File: src/rtl/alu_pkg.sv
// Shared constants and types for the bit-serial ALU controller.
package alu_pkg;

    localparam int unsigned WIDTH = 32;
    localparam int unsigned CNT_W = $clog2(WIDTH);
    localparam int unsigned OP_W  = 3;

    localparam logic [OP_W-1:0] OP_AND = 3'b000;
    localparam logic [OP_W-1:0] OP_OR  = 3'b001;
    localparam logic [OP_W-1:0] OP_ADD = 3'b010;
    localparam logic [OP_W-1:0] OP_SUB = 3'b110;
    localparam logic [OP_W-1:0] OP_SLT = 3'b111;

    typedef logic [1:0] state_t;
    localparam state_t ST_IDLE = 2'd0;
    localparam state_t ST_RUN  = 2'd1;
    localparam state_t ST_DONE = 2'd2;

    function automatic logic op_legal(input logic [OP_W-1:0] op);
        return (op == OP_AND) || (op == OP_OR) || (op == OP_ADD) ||
               (op == OP_SUB) || (op == OP_SLT);
    endfunction

endpackage

File: src/rtl/alu.sv
// One-bit ALU slice: op[2] inverts B, op[1:0] selects AND/OR/SUM/LESS.
module alu
    import alu_pkg::*;
(
    input  logic            ai_i,
    input  logic            bi_i,
    input  logic            cin_i,
    input  logic            less_i,
    input  logic [OP_W-1:0] op_i,
    output logic            ri_o,
    output logic            cout_o
);

    logic b_eff;
    logic sum;

    assign b_eff  = bi_i ^ op_i[2];
    assign sum    = ai_i ^ b_eff ^ cin_i;
    assign cout_o = (ai_i & b_eff) | (ai_i & cin_i) | (b_eff & cin_i);

    always_comb begin
        ri_o = 1'b0;
        case (op_i[1:0])
            2'b00:   ri_o = ai_i & b_eff;
            2'b01:   ri_o = ai_i | b_eff;
            2'b10:   ri_o = sum;
            default: ri_o = less_i;
        endcase
    end

endmodule

File: src/rtl/alu_serial_ctrl.sv
// Bit-serial 32-bit ALU: a single 1-bit slice walks the operands LSB first,
// one bit per clock, under a three-state controller.
module alu_serial_ctrl
    import alu_pkg::*;
(
    input  logic             clk,
    input  logic             rst_n,
    input  logic             start,
    input  logic [OP_W-1:0]  op,
    input  logic [WIDTH-1:0] a,
    input  logic [WIDTH-1:0] b,
    output logic             busy,
    output logic             done,
    output logic [WIDTH-1:0] result,
    output logic             cout,
    output logic             zero,
    output logic             err
);

    state_t           state_q,  state_d;
    logic [WIDTH-1:0] a_sh_q,   a_sh_d;
    logic [WIDTH-1:0] b_sh_q,   b_sh_d;
    logic [WIDTH-1:0] res_sh_q, res_sh_d;
    logic [OP_W-1:0]  op_q,     op_d;
    logic [CNT_W-1:0] cnt_q,    cnt_d;
    logic             carry_q,  carry_d;
    logic [WIDTH-1:0] result_q, result_d;
    logic             cout_q,   cout_d;
    logic             zero_q,   zero_d;
    logic             err_q,    err_d;
    logic             busy_q,   busy_d;
    logic             done_q,   done_d;

    logic [OP_W-1:0]  slice_op;
    logic             slice_r;
    logic             slice_cout;

    // SLT runs the slice as a subtract and keeps only the sign bit afterwards
    assign slice_op = (op_q == OP_SLT) ? OP_SUB : op_q;

    alu u_slice (
        .ai_i   (a_sh_q[0]),
        .bi_i   (b_sh_q[0]),
        .cin_i  (carry_q),
        .less_i (1'b0),
        .op_i   (slice_op),
        .ri_o   (slice_r),
        .cout_o (slice_cout)
    );

    always_ff @(posedge clk or negedge rst_n) begin
        if (!rst_n) begin
            state_q  <= ST_IDLE;
            a_sh_q   <= '0;
            b_sh_q   <= '0;
            res_sh_q <= '0;
            op_q     <= '0;
            cnt_q    <= '0;
            carry_q  <= 1'b0;
            result_q <= '0;
            cout_q   <= 1'b0;
            zero_q   <= 1'b0;
            err_q    <= 1'b0;
            busy_q   <= 1'b0;
            done_q   <= 1'b0;
        end else begin
            state_q  <= state_d;
            a_sh_q   <= a_sh_d;
            b_sh_q   <= b_sh_d;
            res_sh_q <= res_sh_d;
            op_q     <= op_d;
            cnt_q    <= cnt_d;
            carry_q  <= carry_d;
            result_q <= result_d;
            cout_q   <= cout_d;
            zero_q   <= zero_d;
            err_q    <= err_d;
            busy_q   <= busy_d;
            done_q   <= done_d;
        end
    end

    always_comb begin
        state_d  = state_q;
        a_sh_d   = a_sh_q;
        b_sh_d   = b_sh_q;
        res_sh_d = res_sh_q;
        op_d     = op_q;
        cnt_d    = cnt_q;
        carry_d  = carry_q;
        result_d = result_q;
        cout_d   = cout_q;
        zero_d   = zero_q;
        err_d    = err_q;
        done_d   = 1'b0;

        case (state_q)
            ST_IDLE: begin
                if (start) begin
                    a_sh_d   = a;
                    b_sh_d   = b;
                    op_d     = op;
                    res_sh_d = '0;
                    cnt_d    = '0;
                    err_d    = 1'b0;
                    carry_d  = (op == OP_SUB) || (op == OP_SLT);
                    state_d  = op_legal(op) ? ST_RUN : ST_DONE;
                end
            end
            ST_RUN: begin
                a_sh_d   = a_sh_q >> 1;
                b_sh_d   = b_sh_q >> 1;
                res_sh_d = {slice_r, res_sh_q[WIDTH-1:1]};
                carry_d  = slice_cout;
                if (cnt_q == CNT_W'(WIDTH - 1)) begin
                    state_d = ST_DONE;
                end else begin
                    cnt_d = cnt_q + CNT_W'(1);
                end
            end
            ST_DONE: begin
                // Visible outputs only change here, together with the done pulse
                state_d = ST_IDLE;
                done_d  = 1'b1;
                if (op_legal(op_q)) begin
                    result_d = (op_q == OP_SLT) ? {{(WIDTH-1){1'b0}}, res_sh_q[WIDTH-1]}
                                                : res_sh_q;
                    cout_d   = ((op_q == OP_ADD) || (op_q == OP_SUB)) ? carry_q : 1'b0;
                    err_d    = 1'b0;
                end else begin
                    result_d = '0;
                    cout_d   = 1'b0;
                    err_d    = 1'b1;
                end
                zero_d = (result_d == '0);
            end
            default: state_d = ST_IDLE;
        endcase

        busy_d = (state_d != ST_IDLE);
    end

    assign busy   = busy_q;
    assign done   = done_q;
    assign result = result_q;
    assign cout   = cout_q;
    assign zero   = zero_q;
    assign err    = err_q;

endmodule

File: config.mk
export PLATFORM = sky130hd
export DESIGN_NAME = alu_serial_ctrl
export DESIGN_NICKNAME = d
export VERILOG_FILES = /design/src/rtl/alu_pkg.sv /design/src/rtl/alu.sv /design/src/rtl/alu_serial_ctrl.sv
export SDC_FILE = /design/constraint.sdc
export NUM_CORES = 1
export LEC_CHECK = 0
export ABC_AREA = 1
export CORE_MARGIN = 2
export CORE_UTILIZATION = 29
export DETAILED_ROUTE_END_ITERATION = 7
export GPL_ROUTABILITY_DRIVEN = 0
export MAX_ROUTING_LAYER = met4
export PLACE_DENSITY = 0.52
export SLEW_MARGIN = 20
export SYNTH_ARGS = -nofsm -noshare
export SYNTH_HDL_FRONTEND = slang
export SYNTH_SLANG_ARGS = --single-unit
File: constraint.sdc
create_clock -name clk -period 3.7 [get_ports clk]
set_clock_uncertainty 0.1 [all_clocks]
set_input_delay 0.74 -clock clk [delete_from_list [all_inputs] [get_ports clk]]
set_output_delay 0.74 -clock clk [all_outputs]
set_load 0.03 [all_outputs]
==> results.md <==
* Startpoint types: flop
* Post-synthesis simple-gate area fraction at 0.1235
* CP max stage cell: clkdlybuf4s50_1
* Largest net degree at the start of global routing at 80
* Mux contribution to synthesized area at 0
* # setup viols final at 0
* Synth Cell Area at between 6000 and 7000 sq um
* Count of state elements after synthesis at 144
* Vias in the first global route at 4855
* Layout area overhead at 28.69%
* Clk_lat worst skew at 420 ps
* Post-synth top area share at 0.5644
* Most common cell in the netlist: dfrtp_1
* Die height at 152.4 um
* XOR/XNOR Fraction of Synth Area at 0.001372
* Synth top cells by count: dfrtp_1 (144), inv_1 (102), nand2_1 (73), nor3_1 (64), a221oi_2 (33)
* Largest family of logic cells by synthesized area: compound AO/OA/AOI/OAI gates
* Clock transition at the registers of the reported paths at 60 ps
* Worst ir drop on vdd at 0.5526 mV
* Post-synth EDFFs at 0
* Initial DRC Count at ~270
* Initial Utilization at 0.2944
* Critical path arrival at 1500 ps
* Slew @ Worst Pin at 1002 ps
* # resized after CTS at 0
* Final period util at 0.6322
* I/O pins at 107
* Hpwl dp at just under 10 mm
* GRT Residual Overflow at 0
* Final ANT Viol Nets at 0
* Total power at between 7 and 8 mW
* Post CTS Setup Buffer Count at 0
* Register area share after synthesis at 0.5644
* Final wirelength at 14.50 mm
* Ys Warns at 0
* Setup repair after global routing missed its margin: no
* CTS Buffer Depth at 2
* Synthesized-area fraction occupied by ao, oa, aoi and oai cells at 0.2022
* Unique masters post-synth at 29
* Leading area contributor after synthesis: dfrtp_1
* Run status: completed
* Core Rows at 54
* Async SR Flop Fraction at 1.000
* Max cap viols at 0
* Placeable Area at around 22000 sq um
* Final routed DRC violation total at 0
* Routed wire per std cell at ~14 um
* Setup crit end kind: primary output
* F_max at 0.4275 GHz
* Final Slew Violations at 0
* Cells traversed along the worst timing path: clkdlybuf4s50_1
* Wire length of the first global-routing pass at approximately 24 mm
* Worst-path maximum fanout at 2
* Gr usage total at 0.1324
* H-tree lvl count at 4
* Min setup slack post-route at 1361 ps
* WHS at between 200 and 300 ps
* Final Hold Viols at 0
* CP bufs+invs at 1
* Via/cell ratio at 4.772
* Nets@finish at around 800
* Critical path's top delay family: buffers and inverters
* CTS buffer count at 17
* Area contributors post-synth: dfrtp_1 (56%), a221oi_2 (7.8%), inv_1 (6.0%)
* Synthesized area per cell at 10.12 sq um
* Port bufs at 106
* Die Width at 152.4 um
* CTS Sinks at 144
* Clk root buf: clkbuf_16
* Worst Path Required at around 2900 ps
* Initial antenna violation count at 0
* CP peak stage delay at 690 ps
* TritonCTS clock tree: yes
* Post-synth top flop: dfrtp_1
* Die area at 23220 sq um
* Fin crit period at 2339 ps
* Cell Pwr Density at about 870 nW/um^2
* Fraction of layout cells with a size suffix above 1 at 0.1161
* Vias at 4829
* Type of the tightest min-delay check: in -> async
* Hold-fix buffers, CTS at 0
* Post-synthesis adder-cell area fraction at 0.01097
* Leakage at about 3.6 nW
* Setup TNS at 0 ps
* Ant diodes at 0
* Critical path class: reg -> out
* Syn nets at 706
* Pre-antenna DRT Iters at 4
* Max-Slew Margin vs Limit at 0.3313
* Synth Instances at 631
* Pre-CTS WS at 1024 ps
## routing by layer
metal / routed length [um] / part of all wire / GRT usage / up-vias
met3: 656 / 0.045 / 0.02986 / 14
met2: 6622 / 0.46 / 0.1984 / 117
met1: 7052 / 0.49 / 0.1781 / 2324
met4: 173 / 0.012 / 0.04406 / 0
met5: 0 / 0 / - / -
li1: - / - / - / 2374
## flip-flops by register name (all words and copies together), names as in the netlist
signal	flops
a_sh_q	32
b_sh_q	32
busy	1
carry_q	1
cnt_q	5
cout	1
done	1
err	1
op_q	3
res_sh_q	32
result	32
state_q	2
zero	1
## layout by cell type, fill, tap and decap left out, types with 2 or more instances in the layout
cell type and instances:
o21a_1 2, a221oi_1 28, clkbuf_1 2, clkinv_2 5, a21oi_1 6, clkdlybuf4s50_1 105
clkbuf_16 17, nor3_1 64, nand3_1 21, nor2_1 10, ha_1 4, o31ai_1 18
o21ai_1 14, nor2_4 2, a221oi_2 33, clkinvlp_4 3, nand2_1 73, inv_2 9
buf_4 6, o21ai_0 18, inv_1 102, o22ai_1 31, clkbuf_8 3, dfrtp_1 144
## where the power goes
| part | leakage (nW) | switching, mW | total, mW | internal (mW) |
|---|---|---|---|---|
| logic | 1.56 | 1.93 | 3.06 | 1.13 |
| clock network | 0.272 | 0.645 | 1.62 | 0.972 |
| registers | 1.76 | 0.270 | 2.47 | 2.20 |
| total | 3.60 | 2.85 | 7.15 | 4.30 |
## cells by family (layout without fill, tap and decap cells)
kind of cell,Yosys count,count (layout)
and+or+nand+nor,174,174
xor gates and xnor gates,1,1
buffers and inverters,155,256
adders and majority gates,5,5
DFF,144,144
AOI/OAI and AO/OA,152,152
## per-stage QoR
| step | instances | instance area (sq um) | utilization |
|---|---|---|---|
| after detailed placement | 980 | 7656 | 0.3530 |
| after floorplan | 631 | 6385 | - |
| after global placement | 980 | 7656 | 0.3530 |
| final | 1012 | 8217 | 0.3789 |
| after global routing | 1012 | 8217 | 0.3789 |
| after CTS | 1012 | 8217 | 0.3789 |
## area by class of cell
class	count	area, sq um
Fill cell	2118	13470
Clock inverter	10	86.33
Inverter	111	416.7
Clock buffer	22	474.2
Multi-Input combinational cell	332	2158
Sequential cell	144	3603
Tap cell	280	350.3
Timing Repair Buffer	113	1127
## final timing paths
kind	start	endpoint	depth (start not counted)	slack [ps]
max reg2reg	op_q[1]	zero	9	1450
max in group asynchronous	rst_n	b_sh_q[26]	2	2410
min reg2reg	result[22]	result[22]	2	380
min	rst_n	res_sh_q[10]	1	260
min in group clk	result[22]	result[22]	2	380
max	result[1]	result[1]	1	1360
Power figures use the tool's default switching activity.
